## config.mk

```make
export PLATFORM = sky130hd
export DESIGN_NAME = img_uart_tx
export DESIGN_NICKNAME = d
export VERILOG_FILES = /design/src/rtl/img_uart_tx_pkg.sv /design/src/rtl/uart_tx_bitclk.sv /design/src/rtl/img_uart_tx.sv
export SDC_FILE = /design/constraint.sdc
export NUM_CORES = 1
export LEC_CHECK = 0
export BUFFER_PORTS_ARGS = -buffer_cell sky130_fd_sc_hd__buf_2
export CAP_MARGIN = 20
export CORE_ASPECT_RATIO = 1.5
export CORE_MARGIN = 1
export CORE_UTILIZATION = 30
export CTS_BUF_LIST = sky130_fd_sc_hd__clkbuf_4
export DETAILED_ROUTE_END_ITERATION = 16
export GPL_TIMING_DRIVEN = 0
export PLACE_DENSITY = 0.48
export SETUP_SLACK_MARGIN = 0.05
export SYNTH_ARGS = -nofsm -noshare
export SYNTH_HDL_FRONTEND = slang
export SYNTH_HIERARCHICAL = 1
export SYNTH_SLANG_ARGS = --single-unit
```

## constraint.sdc

```tcl
create_clock -name clk -period 3.8 [get_ports clk]
set_input_delay 0.19 -clock clk [delete_from_list [all_inputs] [get_ports clk]]
set_output_delay 0.19 -clock clk [all_outputs]
set_load 0.1 [all_outputs]
```

## src/rtl/img_uart_tx_pkg.sv

```systemverilog
// Shared definitions for the image-RAM readback UART transmitter:
// FSM state encoding and the baud divisor calculation.
package img_uart_tx_pkg;

  typedef enum logic [2:0] {
    ST_IDLE,
    ST_FETCH,
    ST_LATCH,
    ST_START,
    ST_DATA,
    ST_STOP,
    ST_DONE
  } state_t;

  // Clock cycles per serial bit, truncated.
  function automatic int baud_divisor(input int clk_freq, input int baud_rate);
    return clk_freq / baud_rate;
  endfunction

endpackage

```

## src/rtl/uart_tx_bitclk.sv

```systemverilog
// Baud counter: counts 0..Divisor-1 and pulses bit_tick on the last count.
// clear restarts the count so the first bit of a frame is full length.
module uart_tx_bitclk #(
  parameter int Divisor = 104
) (
  input  logic clk,
  input  logic rstn,
  input  logic clear,
  output logic bit_tick
);

  localparam int CW = (Divisor > 1) ? $clog2(Divisor) : 1;
  localparam logic [CW-1:0] LastCnt = CW'(Divisor - 1);

  logic [CW-1:0] cnt;

  always_ff @(posedge clk or negedge rstn) begin
    if (!rstn)                       cnt <= '0;
    else if (clear || cnt == LastCnt) cnt <= '0;
    else                             cnt <= cnt + 1'b1;
  end

  assign bit_tick = (cnt == LastCnt) && !clear;

endmodule

```

## src/rtl/img_uart_tx.sv

```systemverilog
// Reads the image buffer from address 0 to ImgWords-1 and sends each word
// as an 8N1-style UART frame, LSB first, on tx.
module img_uart_tx
  import img_uart_tx_pkg::*;
#(
  parameter int AddressWidth = 14,
  parameter int DataWidth    = 8,
  parameter int ImgWords     = 2**AddressWidth,
  parameter int ClkFreq      = 12000000,
  parameter int BaudRate     = 115200
) (
  input  logic                    clk,
  input  logic                    rstn,
  input  logic                    start,
  output logic                    ram_rw,
  output logic [AddressWidth-1:0] ram_addr,
  input  logic [DataWidth-1:0]    ram_data,
  output logic                    tx,
  output logic                    busy,
  output logic                    done
);

  localparam int Divisor = baud_divisor(ClkFreq, BaudRate);
  localparam int BW      = (DataWidth > 1) ? $clog2(DataWidth) : 1;
  localparam logic [BW-1:0]         LastBit  = BW'(DataWidth - 1);
  // One extra bit so a full 2**AddressWidth dump ends without wrapping.
  localparam logic [AddressWidth:0] LastWord = (AddressWidth + 1)'(ImgWords - 1);

  state_t                 state, state_nx;
  logic [AddressWidth:0]  wcnt;
  logic [DataWidth-1:0]   shift;
  logic [BW-1:0]          bidx;
  logic                   tx_q;
  logic                   bit_tick;

  uart_tx_bitclk #(.Divisor(Divisor)) u_bitclk (
    .clk      (clk),
    .rstn     (rstn),
    .clear    (state == ST_LATCH),
    .bit_tick (bit_tick)
  );

  always_ff @(posedge clk or negedge rstn) begin
    if (!rstn) state <= ST_IDLE;
    else       state <= state_nx;
  end

  always_comb begin
    state_nx = state;
    busy     = 1'b1;
    done     = 1'b0;
    case (state)
      ST_IDLE: begin
        busy = 1'b0;
        if (start) state_nx = ST_FETCH;
      end
      ST_FETCH: state_nx = ST_LATCH;
      ST_LATCH: state_nx = ST_START;
      ST_START: if (bit_tick) state_nx = ST_DATA;
      ST_DATA:  if (bit_tick && bidx == LastBit) state_nx = ST_STOP;
      ST_STOP:  if (bit_tick) state_nx = (wcnt == LastWord) ? ST_DONE : ST_FETCH;
      ST_DONE: begin
        done     = 1'b1;
        state_nx = ST_IDLE;
      end
      default:  state_nx = ST_IDLE;
    endcase
  end

  always_ff @(posedge clk or negedge rstn) begin
    if (!rstn) begin
      wcnt  <= '0;
      shift <= '0;
      bidx  <= '0;
    end else begin
      if (state == ST_IDLE && start)
        wcnt <= '0;
      else if (state == ST_STOP && bit_tick && wcnt != LastWord)
        wcnt <= wcnt + 1'b1;

      if (state == ST_LATCH)
        shift <= ram_data;
      else if (state == ST_DATA && bit_tick)
        shift <= shift >> 1;

      if (state == ST_START)
        bidx <= '0;
      else if (state == ST_DATA && bit_tick)
        bidx <= bidx + 1'b1;
    end
  end

  // Registered line driver keeps tx glitch-free; it trails the state by one clock.
  always_ff @(posedge clk or negedge rstn) begin
    if (!rstn) tx_q <= 1'b1;
    else begin
      case (state)
        ST_START: tx_q <= 1'b0;
        ST_DATA:  tx_q <= shift[0];
        default:  tx_q <= 1'b1;
      endcase
    end
  end

  assign tx       = tx_q;
  assign ram_rw   = 1'b1;
  assign ram_addr = wcnt[AddressWidth-1:0];

endmodule

```

# Word-level counts from Yosys, hierarchy flattened
# Cells that the tools add are included.
# word_totals
ff_bits,37
in_bits,11
out_inout_bits,18
# op_classes
n_addsub,3
n_eq_ne,14
muxes,16
reduce_logical,13
# ops
operator,n
$mux 15,2
$mux 3,7
$pmux 3 s6,1
$mux 8,2
$add 15x1->15 const B,1
$eq 15x14->1 const B,1
$ne 15x14->1 const B,1
$eq 3x3->1 const B,4
$ne 2x2->1 const B,4
$add 7x1->7 const B,1
$eq 7x7->1 const B,1
$mux 7,1
$eq 3x2->1 const B,2
$logic_and 1x1->1,6
$reduce_bool 2->1,3
$reduce_and 4->1,1
$add 3x1->3 const B,1
$eq 3x1->1 const B,1
$logic_not 3->1,1
$mux 1,2
$pmux 1 s2,1
$logic_not 1->1,1
$logic_or 1x1->1,1

# Longest topological paths before layout
# Gate-level depths: netlist of the first run.
# logic_depth
word_depth,7
mapped_depth,9
mapped_depth_nobuf,7

# Cells and area by module
# The synthesis of the first run kept the hierarchy.
# by_module_without_submodules
module,n_inst,cells_per_inst,area_each_um2,seq_area_each_um2
img_uart_tx,1,182,1712.9,752.0
uart_tx_bitclk,1,35,346.6,175.2

# Worst setup path after synthesis of the first run
# OpenSTA, ideal clock, no wires.
# synth_path
kind,reg2reg
startpoint,reg state[0]
endpoint,reg wcnt[9]
setup_time_ns,0.078
t_arrival_ns,3.300
slack_ns,0.422
stages_incl_launch_ff,10
synth_period_minus_slack_ns,3.378
path_cell_list,dfrtp_1 clkbuf_1 nor3b_1 clkbuf_1 nor4_1 nand4b_4 or3_1 buf_2 or4_1 a21oi_1
# synth_between
elab_chain_cells,6
word_cells_on_any_way,10
cone_classes,eq/ne: 2; mux: 1; reduce/logical: 7
# synth_lines
element,line,text
start: declaration,img_uart_tx.sv:29,"state_t state, state_nx;"
start signal: assignment,img_uart_tx.sv:45,else state <= state_nx;
$eq 3x2->1,img_uart_tx.sv:39,".clear (state == ST_LATCH),"
$logic_not 1->1,uart_tx_bitclk.sv:23,assign bit_tick = (cnt == LastCnt) && !clear;
$logic_and 1x1->1,uart_tx_bitclk.sv:23,
net bit_tick,img_uart_tx.sv:34,logic bit_tick;
$logic_and 1x1->1 (2 in a row),img_uart_tx.sv:78,else if (state == ST_STOP && bit_tick && wcnt != LastWord)
$reduce_bool 2->1 (no source line),-,
end signal: assignment,img_uart_tx.sv:79,wcnt <= wcnt + 1'b1;
end: declaration,img_uart_tx.sv:30,logic [AddressWidth:0] wcnt;
# The timed path passes the listed nets, and every way through them passes these cells.
# A chain may end at the register's enable or synchronous reset.

# Worst setup path in the final report of the first run
# layout_path
startpoint,reg state[0]
endpoint,reg wcnt[11]
# Same word-level chain as after synthesis.

==> summary.md, run 1 <==
| Metric | Value |
|---|---|
| Status | completed |
| Sequential Power Share | 41.1% |
| Hold path start | ram_data[5] |
| Crit share post-route | 88.5% |
| Antenna-violating nets left | 0 |
| Arrival time worst endpoint | 3630 ps |
| Most Frequent Cell on Critical Path | clkbuf_1 |
| GP Congestion | 0.728 |
| DP Area | 0.00229 mm² |
| CTS tree | built |
| Cell internal pwr | between 0.7 and 0.8 mW |
| Core area | 0.00658 mm² |
| Final worst slack | 438 ps |
| Post-Route WL | 4370 µm |
| Via/cell ratio | 5.10 |
| Setup WS pre-CTS | -9.64 ps |
| RSZ-0062 raised after global routing | no |
| Setup bufs post-CTS | 0 |
| Crit start category | flop |
| R2r endpoint | wcnt[11]$_DFFE_PN0P_ |
| IO Port Bufs | 27 |
| Max Clk Rate | 0.297 GHz |
| Tmin final | 3360 ps |
| Slew margin rel. | a little over two fifths |
| Critical path type | flop to flop |
| First-pass GRT wire length | 7500 µm |
| Layout cell share with drive strength beyond 1 | between 20% and 30% |
| Hold path depth | 3 |
| Synth top area cells | dfrtp_1 44%, buf_4 5.5%, mux2i_1 4.4%, a21oi_1 3.6%, nand2_1 3.6% |
| Clock skew | 9.47 ps |
| Initial Utilization | 31.3% |
| Synth warnings | 6 |
| Commonest cells post-synth | 36 x dfrtp_1, 20 x nand2_1, 15 x a21oi_1, 15 x buf_4, 14 x nor2_1 |
| FP Rows | 36 |
| Final instance area | around 0.0024 mm² |
| Synth top area share | a little over two fifths |
| Primary FF master, synth | dfrtp_1 |
| Synth Cell Area | 0.00206 mm² |
| Min-Delay Endpoint | shift[5]$_DFFE_PN0P_ |
| CTS Buf Count | 5 |
| Fill count | 695 |
| Switching power | 0.711 mW |
| Final-report setup violation count | 0 |
| Pwr/cell area | around 620 mW/mm² |
| CP Cell Sequence | clkbuf_1 -> nor3b_2 -> clkbuf_1 -> nor4_2 -> nand4b_4 -> or3_1 -> buf_2 -> or4_1 -> a21oi_1 |
| Worst-path clk slew | ~120 ps |
| Number of antenna repair diodes | 0 |
| Pin count of the biggest net entering global routing | 38 |
| FFs w/ async S/R, synth | 100% |
| Net Count, Synth | about 230 |
| Post-DP HPWL | 3180 µm |
| Max-Cap Viols | 0 |
| Comb pwr share | 45.3% |
| Initial antenna violation count | 0 |
| VDD IR max | 0.246 mV |
| Root buffer cell | clkbuf_4 |
| Routed vias | 1,684 |
| Final nets | ~270 |
| Final slew viol count | 0 |
| Area Growth Syn to Fin | 14.9% |
| Critical Path Max Stage Delay | 540 ps |
| Hold Vio Cnt, Final | 0 |
| Total Routing Usage GR | 13.1% |
| Wire length per cell | 13.2 µm |
| Clock Power Share | 13.7% |
| Post-synth EDFFs | 0 |
| Chip height | 103 µm |
| WP data required | 4070 ps |
| Final global-route overflow total | 0 |
| Worst-Margin Slew | 852 ps |
| Register area | 927 µm² |
| IO Pins | 29 |
| FF-to-FF path depth | 9 |
| Die W | 69.7 µm |
| Slowest-stage cell, CP | nor4_2 |
| Flop and latch count out of synthesis | 37 |
| Worst-Skew Late Latency | 340 ps |
| Clock buffer depth | 2 |
| Critical R2R Launch | state[0]$_DFFE_PN0P_ |
| Pre-antenna DRT Iters | 4 |
| Vias in the first global route | around 1,600 |
| Cell variety after synth | 46 |
| Switching share of power | 48.3% |
| Sequential share of the synthesized area | 45.0% |
| # H-tree levels | 2 |
| Critical path capture point type | flop |
| CTS sink count | 37 |
| Standby leakage power | 1.06 nW |
| Die area | 0.00721 mm² |
| DRC Markers | 0 |
| Hold Path Class | input port to flop |
| Worst Path Max Fanout | 14 |
| DRT iter0 DRCs | 96 |
| Synth area leader | dfrtp_1 |
| Mean Syn Cell Area | between 9 and 10 µm² |
| Count leader, synth | dfrtp_1 |
| Post-Syn Instances | 217 |
| Reg2reg setup slack | 440 ps |
| Area of the multi-input gates | 976 µm² |
==> cells by family (layout without fill, tap and decap cells) <==
kind of cell               count (synthesis)  count (layout)  share of synthesized area (%)
DFF                                       37              37                           45.0
adders and majority gates                  4               4                           2.43
xor gates and xnor gates                   4               4                           1.70
AOI/OAI and AO/OA                         50              50                           15.1
buffers and inverters                     29              66                           8.14
muxes                                      9               9                           4.37
other                                      1               1                          0.182
and+or+nand+nor                           83              83                           23.0
==> metrics by stage <==
step	TNS, ps	power [mW]	cells	utilization (%)	hold WS [ps]
detailed placement	-19.9	1.28	321	34.9	359
finish	0	1.47	330	36.0	42.1
global placement	-2050	1.27	320	34.8	362
floorplan	0	1.17	217	-	-106
global route	0	1.57	330	36.0	31.1
CTS	0	1.49	330	35.9	20.8
==> power by group through the flow <==
| stage | clock [mW] | sequential [mW] | combinational [mW] |
|---|---|---|---|
| after global routing | 0.230 | 0.624 | 0.716 |
| final | 0.201 | 0.604 | 0.666 |
| after detailed placement | 0 | 0.613 | 0.669 |
| after CTS | 0.216 | 0.604 | 0.672 |
| after floorplan | 0 | 0.598 | 0.569 |
| after global placement | 0 | 0.611 | 0.661 |
==> worst max-delay path: cells and delay by family (launching register included) <==
kind	cells	cell delay, ps
buf+inv	3	870
simple gates	5	1810
flops	1	450
compound gates	1	150
==> state kept, by name (all words and copies together) (netlist names) <==
name,flops
state,3
tx,1
bidx,3
wcnt,15
u_bitclk/cnt,7
shift,8
==> layout make-up <==
class                      instances  area share, %
buffer                            24           6.29
clock buffer                       5           1.59
clock inverter                     3          0.529
inverter                           5          0.793
multi-input combinational        151           41.2
sequential                        37           39.2
tap                               76           4.02
timing repair buffer              29           6.35
==> per-layer routing <==
| layer | share of wire [%] | vias to the layer above | global-route usage [%] |
|---|---|---|---|
| met5 | 0 | - | 0 |
| met4 | 1.5 | 0 | 5.08 |
| met3 | 3.2 | 6 | 2.42 |
| met2 | 54 | 35 | 25.3 |
| met1 | 42 | 790 | 14.2 |
| li1 | - | 853 | - |
==> worst max-delay path by stage <==
stage,start,end,slack [ps],depth (start not counted)
after floorplan,state[0]$_DFFE_PN0P_,wcnt[9]$_DFFE_PN0P_,420,9
after global placement,state[0]$_DFFE_PN0P_,wcnt[11]$_DFFE_PN0P_,-330,9
after detailed placement,state[1]$_DFFE_PN0P_,shift[2]$_DFFE_PN0P_,-10,10
after CTS,state[0]$_DFFE_PN0P_,shift[5]$_DFFE_PN0P_,120,10
after global routing,state[0]$_DFFE_PN0P_,wcnt[9]$_DFFE_PN0P_,120,9
final,state[0]$_DFFE_PN0P_,wcnt[11]$_DFFE_PN0P_,440,9
==> cell usage in the layout (no fill, tap or decap), types with 3 or more instances in the layout <==
cell type	synthesis	final
dfrtp_1	36	36
buf_2	2	30
nand2_1	20	20
a21oi_1	15	15
buf_4	15	15
nor2_1	14	14
o21ai_0	12	12
nand3_1	9	9
mux2i_1	9	9
o31ai_1	9	9
clkbuf_1	7	7
or4_1	6	6
inv_1	5	5
or3_1	5	5
clkbuf_4	0	5
o22ai_1	4	4
nor2b_1	4	4
ha_1	4	4
nand4_1	3	3
==> repair_timing <==
| action | 4_1_cts | 5_1_grt |
|---|---|---|
| hold buffers | 1 | 0 |
| hold endpoints to repair | 36 | 0 |
| endpoints found under the setup margin | 7 | 13 |
| gates resized for setup | 1 | 1 |
Power figures use the tool's default switching activity.
==> inputs of run 2 (changes only) <==
--- a/config.mk
+++ b/config.mk
@@ -13,6 +13,7 @@
 export CTS_BUF_LIST = sky130_fd_sc_hd__clkbuf_4
 export DETAILED_ROUTE_END_ITERATION = 16
 export GPL_TIMING_DRIVEN = 0
+export HOLD_SLACK_MARGIN = 0.15
 export PLACE_DENSITY = 0.48
 export SETUP_SLACK_MARGIN = 0.05
 export SYNTH_ARGS = -nofsm -noshare
==> run 2 against run 1 <==
  * Sequential power barely moved
  * Wire length rose by 1.2%
  * Sequential share of layout area fell by 1.3 points
  * Global-route usage rose by 0.23 points
  * Non-clock buffer count rose by 8
  * Critical path depth did not move
  * Via count rose by 1.5%
  * Cell count rose by 2.4%
  * Highest routed layer unchanged
  * Clock skew fell by 0.79 ps
  * Clock-buffer cell count did not move
  * Fmax barely moved
  * Largest cell class unchanged
  * Setup slack got worse by 1.6 ps
==> summary.md, run 2 (synthesized netlist as in run 1, its figures left out) <==
| Metric | Value |
|---|---|
| CTS sink count | 37 (unchanged) |
| CP Depth | 9 (unchanged) |
| Arrival time worst endpoint | 3630 ps (about the same) |
| Most Frequent Cell on Critical Path | clkbuf_1 |
| Wire length per cell | 13.1 µm (-1.2%) |
| Switching share of power | 48.1% (-0.17 points) |
| Switching power | 0.711 mW (about the same) |
| IO Pins | 29 (unchanged) |
| Initial antenna violation count | 0 (unchanged) |
| Setup WS pre-CTS | -9.64 ps (unchanged) |
| Biggest register | wcnt |
| Placed cells | 321 (unchanged) |
| Final worst slack | 437 ps (-1.61 ps) |
| GP Congestion | 0.728 (unchanged) |
| Number of antenna repair diodes | 0 (unchanged) |
| Final global-route overflow total | 0 (unchanged) |
| Crit share post-route | 88.5% (about the same) |
| Routed vias | 1,710 (+1.5%) |
| Worst Path Max Fanout | 14 (unchanged) |
| R2r endpoint | wcnt[11]$_DFFE_PN0P_ |
| Non-Filler Instances | 338 (+2.4%) |
| Worst-path clk slew | 120 ps (about the same) |
| Slew margin rel. | 43.1% (-0.045 points) |
| Vias in the first global route | 1,658 (+3.7%) |
| Sequential Power Share | 40.9% (-0.2 points) |
| Critical R2R Launch | state[0]$_DFFE_PN0P_ |
| Pre-antenna DRT Iters | 4 (unchanged) |
| Pin count of the biggest net entering global routing | 38 (unchanged) |
| CTS Buf Count | 5 (unchanged) |
| Commonest non-fill, non-tap cell in the layout | dfrtp_1 |
| Layout cell share with drive strength beyond 1 | 22.1% (-0.70 points) |
| Die W | 69.7 µm (unchanged) |
| GR met2 Demand/Resource | 26.0% (+0.67 points) |
| Setup bufs post-CTS | 0 (unchanged) |
| Antenna-violating nets left | 0 (unchanged) |
| IO Port Bufs | 27 (unchanged) |
| Standby leakage power | 1.10 nW (+3.1%) |
| Hold slack | 280 ps (+238 ps) |
| Critical path type | flop to flop |
| Chip height | 103 µm (unchanged) |
| Cell internal pwr | 0.766 mW (+0.70%) |
| Top Usage Layer GRT | met2 |
| Total power | 1.48 mW (+0.37%) |
| Initial Utilization | 31.3% (unchanged) |
| FF-to-FF path depth | 9 (unchanged) |
| Max reg flops | 15 (unchanged) |
| Via/cell ratio | 5.06 (-0.86%) |
| Max-Cap Viols | 0 (unchanged) |
| Met3 usage | 2.42% (unchanged) |
| Pwr/cell area | 604 mW/mm² (-2.9%) |
| First-pass GRT wire length | 7650 µm (+2.0%) |
| GRT met1 Usage | 14.3% (+0.12 points) |
| Cell family with most CP delay | simple AND/OR/NAND/NOR gates |
| Final nets | 276 (+3.0%) |
| Clock skew | 8.68 ps (-0.787 ps) |
| Final-report setup violation count | 0 (unchanged) |
| VDD IR max | 0.246 mV (-0.16%) |
| Commonest non-fill, non-tap cells in the layout | 36 x dfrtp_1, 30 x buf_2, 20 x nand2_1, 15 x a21oi_1, 15 x buf_4 |
| Hold Vio Cnt, Final | 0 (unchanged) |
| Final Util | 37.2% (+1.2 points) |
| Reg2reg setup slack | 440 ps (about the same) |
| CP Launch Point | state[0]$_DFFE_PN0P_ |
| Max Clk Rate | 0.297 GHz (about the same) |
| Root buffer cell | clkbuf_4 |
| Die area | 0.00721 mm² (unchanged) |
| Buf+Inv Stages, Crit Path | 3 (unchanged) |
| Worst-Skew Late Latency | 340 ps (about the same) |
| Crit start category | flop |
| Critical Path Max Stage Delay | 540 ps (about the same) |
| WP data required | 4070 ps (about the same) |
| CP Cell Sequence | clkbuf_1 -> nor3b_2 -> clkbuf_1 -> nor4_2 -> nand4b_4 -> or3_1 -> buf_2 -> or4_1 -> a21oi_1 |
| Area Growth Syn to Fin | 18.8% |
| CP Capture Point | wcnt[11]$_DFFE_PN0P_ |
| DRC Markers | 0 (unchanged) |
| Largest regs | wcnt: 15 flops, shift: 8 flops, u_bitclk/cnt: 7 flops |
| Total Routing Usage GR | 13.3% (+0.23 points) |
| Comb pwr share | 45.5% (+0.2 points) |
| Worst-Margin Slew | 853 ps (+0.678 ps) |
| Status | completed |
| Hold Path Class | input port to flop |
| Final slew viol count | 0 (unchanged) |
| Post-Route WL | 4420 µm (+1.2%) |
| Core area | 0.00658 mm² (unchanged) |
| FP Rows | 36 (unchanged) |
| DRT iter0 DRCs | 91 (-5.2%) |
| Hold path depth | 4 (+1) |
| Tmin final | 3360 ps (+1.61 ps) |
| RSZ-0062 raised after global routing | no |
| # H-tree levels | 2 (unchanged) |
| Post-DP HPWL | 3180 µm (unchanged) |
| Clock buffer depth | 2 (unchanged) |
| CTS tree | built |
| Critical path capture point type | flop |
| Slowest-stage cell, CP | nor4_2 |
| Clock Power Share | 13.6% (about the same) |
run 2: cell types whose count changed in the layout (fill, tap and decap cells not counted):
cell	change
dlygate4sd3_1	+8
run 2: area by class of cell:
cell class / count / area [µm²]
plain buffers: 24 / 149
clock buffers: 5 / 37.5
clock inverters: 3 / 12.5
fillers: 692 / 4130
inverters: 5 / 18.8
multi-input cells: 151 / 976
flip-flops and latches: 37 / 927
well taps: 76 / 95.1
repair buffers: 37 / 230
run 2: how the worst min path moves through the flow:
stage          start                    to
4_1_cts        start  wcnt[14]$_DFFE_PN0P_
5_1_grt        start  wcnt[14]$_DFFE_PN0P_
3_5_place_dp    rstn  wcnt[10]$_DFFE_PN0P_
2_1_floorplan   rstn   bidx[0]$_DFFE_PN0P_
6_report       start  wcnt[14]$_DFFE_PN0P_
3_3_place_gp    rstn   wcnt[9]$_DFFE_PN0P_
run 2: worst min-delay path: cells and delay by family:
kind                   cells  cell delay (ps)
AND/OR/NAND/NOR            2              260
buffers and inverters      1              100
AO/OA/AOI/OAI              1               40
run 2: metal layers:
layer / up-vias / share of wire (%)
li1: 867 / -
met4: 0 / 1.5
met2: 32 / 53
met5: - / 0
met1: 805 / 43
met3: 6 / 2.7
run 2: power groups by stage:
stage               Sequential [mW]  Clock (mW)  Combinational, mW
floorplan                     0.598           0              0.569
global placement              0.611           0              0.661
detailed placement            0.613           0              0.669
CTS                           0.604       0.216              0.679
global route                  0.624       0.229              0.723
finish                        0.604       0.200              0.672
run 2: repair_timing:
item	4_1_cts	5_1_grt
pin swaps	0	0
endpoints found under the setup margin	7	13
gates resized for setup	1	1
gates cloned	0	0
hold buffers	9	0
hold endpoints to repair	44	0
run 2: per-stage QoR:
step	TNS [ps]	cell area, µm²
after detailed placement	-19.9	2290
after global placement	-2050	2290
after CTS	0	2440
final	0	2450
after global routing	0	2450
after floorplan	0	2060
==> inputs of run 3 (changes only) <==
--- a/config.mk
+++ b/config.mk
@@ -8,13 +8,14 @@
 export BUFFER_PORTS_ARGS = -buffer_cell sky130_fd_sc_hd__buf_2
 export CAP_MARGIN = 20
 export CORE_ASPECT_RATIO = 1.5
-export CORE_MARGIN = 1
+export CORE_MARGIN = 2
 export CORE_UTILIZATION = 30
 export CTS_BUF_LIST = sky130_fd_sc_hd__clkbuf_4
 export DETAILED_ROUTE_END_ITERATION = 16
 export GPL_TIMING_DRIVEN = 0
 export HOLD_SLACK_MARGIN = 0.15
 export PLACE_DENSITY = 0.48
+export REMOVE_ABC_BUFFERS = 1
 export SETUP_SLACK_MARGIN = 0.05
 export SYNTH_ARGS = -nofsm -noshare
 export SYNTH_HDL_FRONTEND = slang
==> constraint.sdc (replaced) <==
create_clock -name clk -period 3.8 [get_ports clk]
set_input_delay 0.38 -clock clk [delete_from_list [all_inputs] [get_ports clk]]
set_output_delay 0.38 -clock clk [all_outputs]
set_load 0.1 [all_outputs]
==> run 3 against run 2 <==
  * Hold slack got worse by 150 ps
  * Clock-buffer cell count rose by 1
  * Clock skew fell by 2.9 ps
  * Final area fell by 9.0%
  * Global-route usage fell by 1.4 points
  * Fmax rose by 6.8%
  * First-iteration DRC count fell by 47%
  * Cell count fell by 8.6%
  * Non-clock buffer count fell by 31
  * Power fell by 3.8%
  * Die area rose by 4.9%
  * Sequential share of layout area rose by 3.7 points
  * Largest power group is now registers
==> summary.md, run 3 (synthesized netlist as in run 1, its figures left out) <==
| Metric | Value |
|---|---|
| Status | completed |
| IO Pins | 29 (unchanged) |
| Final worst slack | 650 ps (+214 ps) |
| Post-DP HPWL | 2920 µm (-8.2%) |
| Post-Route WL | 4170 µm (-5.7%) |
| Core area | 0.00676 mm² (+2.8%) |
| Pwr/cell area | 638 mW/mm² (+5.6%) |
| Die area | 0.00756 mm² (+4.9%) |
| Chip height | 105 µm (+1.9%) |
| Area Growth Syn to Fin | 8.14% |
| Total Routing Usage GR | 11.9% (-1.4 points) |
| First-pass GRT wire length | 7350 µm (-4.0%) |
| Fill count | 727 (+5.1%) |
| Number of antenna repair diodes | 0 (unchanged) |
| Root buffer cell | clkbuf_4 |
| VDD IR max | 0.256 mV (+4.0%) |
| Final nets | 245 (-11%) |
| Placed cells | 301 (-6.2%) |
| Slowest-stage cell, CP | nor4_1 |
| Worst-path clk slew | 120 ps (about the same) |
| Standby leakage power | 0.989 nW (-9.7%) |
| Max Clk Rate | 0.318 GHz (+6.8%) |
| CTS tree | built |
| DP Area | 0.00217 mm² (-5.3%) |
| Die W | 71.7 µm (+2.9%) |
| Top Usage Layer GRT | met2 |
| CTS Hold Bufs | 0 (-9) |
| CP Cell Sequence | nor3b_2 -> nor4_1 -> nand4b_4 -> or3_1 -> or4_1 -> a21oi_1 |
| Slew margin rel. | 43.8% (+0.69 points) |
| Setup bufs post-CTS | 0 (unchanged) |
| Biggest register | wcnt |
| RSZ-0062 raised after global routing | no |
| Initial antenna violation count | 0 (unchanged) |
| Wire length per cell | 13.5 µm (+3.2%) |
| Area of the multi-input gates | 970 µm² (-0.64%) |
| Final instance area | 0.00223 mm² (-9.0%) |
| CTS sink count | 37 (unchanged) |
| DRT iter0 DRCs | 48 (-47%) |
| Pin count of the biggest net entering global routing | 38 (unchanged) |
| GR met2 Demand/Resource | 20.2% (-5.8 points) |
| GP Congestion | 0.767 (+5.3%) |
| WP data required | 4070 ps (about the same) |
| Layout cell share with drive strength beyond 1 | 19.0% (-3.1 points) |
| Commonest non-fill, non-tap cells in the layout | 36 x dfrtp_1, 28 x buf_2, 20 x nand2_1, 15 x a21oi_1, 14 x nor2_1 |
| Crit share post-route | 82.9% (-5.6 points) |
| CTS Buf Count | 5 (unchanged) |
| Critical path type | flop to flop |
| Clock buffer depth | 2 (unchanged) |
| DRC Markers | 0 (unchanged) |
| Hold Path Class | input port to asynchronous set/reset pin |
| FP Rows | 37 (+2.8%) |
| Via/cell ratio | 5.16 (+1.9%) |
| Setup TNS | 0 ps (unchanged) |
| Arrival time worst endpoint | 3420 ps (-210 ps) |
| Routed vias | 1,593 (-6.8%) |
| IO Port Bufs | 27 (unchanged) |
| Worst Path Max Fanout | 16 (+2) |
| Final Util | 33.0% (-4.2 points) |
| # H-tree levels | 2 (unchanged) |
| Antenna-violating nets left | 0 (unchanged) |
| Resize count post-CTS | 0 (-1) |
| Hold Vio Cnt, Final | 0 (unchanged) |
| Tmin final | 3150 ps (-214 ps) |
| Commonest non-fill, non-tap cell in the layout | dfrtp_1 |
| Non-Filler Instances | 309 (-8.6%) |
| Register area | 927 µm² (unchanged) |
| Final-report setup violation count | 0 (unchanged) |
| Crit start category | flop |
| Total power | 1.42 mW (-3.8%) |
| Critical Path Max Stage Delay | 750 ps (+210 ps) |
| Pre-antenna DRT Iters | 4 (unchanged) |
| Max reg flops | 15 (unchanged) |
| Max-Cap Viols | 0 (unchanged) |
| Vias in the first global route | 1,528 (-7.8%) |
| Setup WS pre-CTS | 609 ps (+619 ps) |
| Worst-Skew Late Latency | 330 ps (about the same) |
| Reg2reg setup slack | 650 ps (+210 ps) |
| Largest regs | wcnt: 15 flops, shift: 8 flops, u_bitclk/cnt: 7 flops |
| Hold slack | 131 ps (-149 ps) |
| Critical path capture point type | flop |
| Met3 usage | 2.87% (+0.45 points) |
| Initial Utilization | 30.5% (-0.85 points) |
| Final global-route overflow total | 0 (unchanged) |
| Clock skew | 5.77 ps (-2.92 ps) |
| Worst-Margin Slew | 835 ps (-18.1 ps) |
| Final slew viol count | 0 (unchanged) |
| GRT met1 Usage | 14.8% (+0.53 points) |
## run 3: cell types whose count changed in the layout (fill, tap and decap cells not counted)
cell           delta
buf_2             -2
buf_4            -14
buf_6             +1
clkbuf_1          -7
clkbuf_4          +1
clkinv_1          -2
clkinv_2          +1
dlygate4sd3_1     -9
nor4_1            +1
nor4_2            -1
## run 3: worst paths after layout
check                                     startpoint                   endpoint  cells past startpoint
min reg2reg                u_bitclk/cnt[0]$_DFF_PN0_  u_bitclk/cnt[0]$_DFF_PN0_                      1
min in group clk                         ram_data[3]       shift[3]$_DFFE_PN0P_                      3
max reg2reg                     state[2]$_DFFE_PN0P_       wcnt[11]$_DFFE_PN0P_                      6
min                                             rstn       wcnt[11]$_DFFE_PN0P_                      1
max                             state[2]$_DFFE_PN0P_       wcnt[11]$_DFFE_PN0P_                      6
max in group asynchronous                       rstn       state[0]$_DFFE_PN0P_                      1
## run 3: report_power, final
group | switching, mW | internal, mW | total [mW]
registers | 0.115 | 0.502 | 0.617
logic | 0.448 | 0.144 | 0.592
clock network | 0.134 | 0.0778 | 0.211
total | 0.696 | 0.724 | 1.42
## run 3: cell type report
class	count	area share (%)
Clock inverter	2	0.449
Multi-Input combinational cell	151	43.5
Inverter	5	0.843
Tap cell	78	4.38
Clock buffer	6	2.02
Sequential cell	37	41.6
Timing Repair Buffer	30	7.13
## run 3: metal layers
| metal | part of all wire, % | wire, µm |
|---|---|---|
| met3 | 4.0 | 167 |
| met2 | 51 | 2120 |
| met1 | 44 | 1840 |
| met4 | 1.1 | 44 |
| met5 | 0 | 0 |
## run 3: worst max-delay path: cells and delay by family (launching register included)
family / cells / cell delay, ps
simple gates: 5 / 2230
compound gates: 1 / 150
flops: 1 / 700
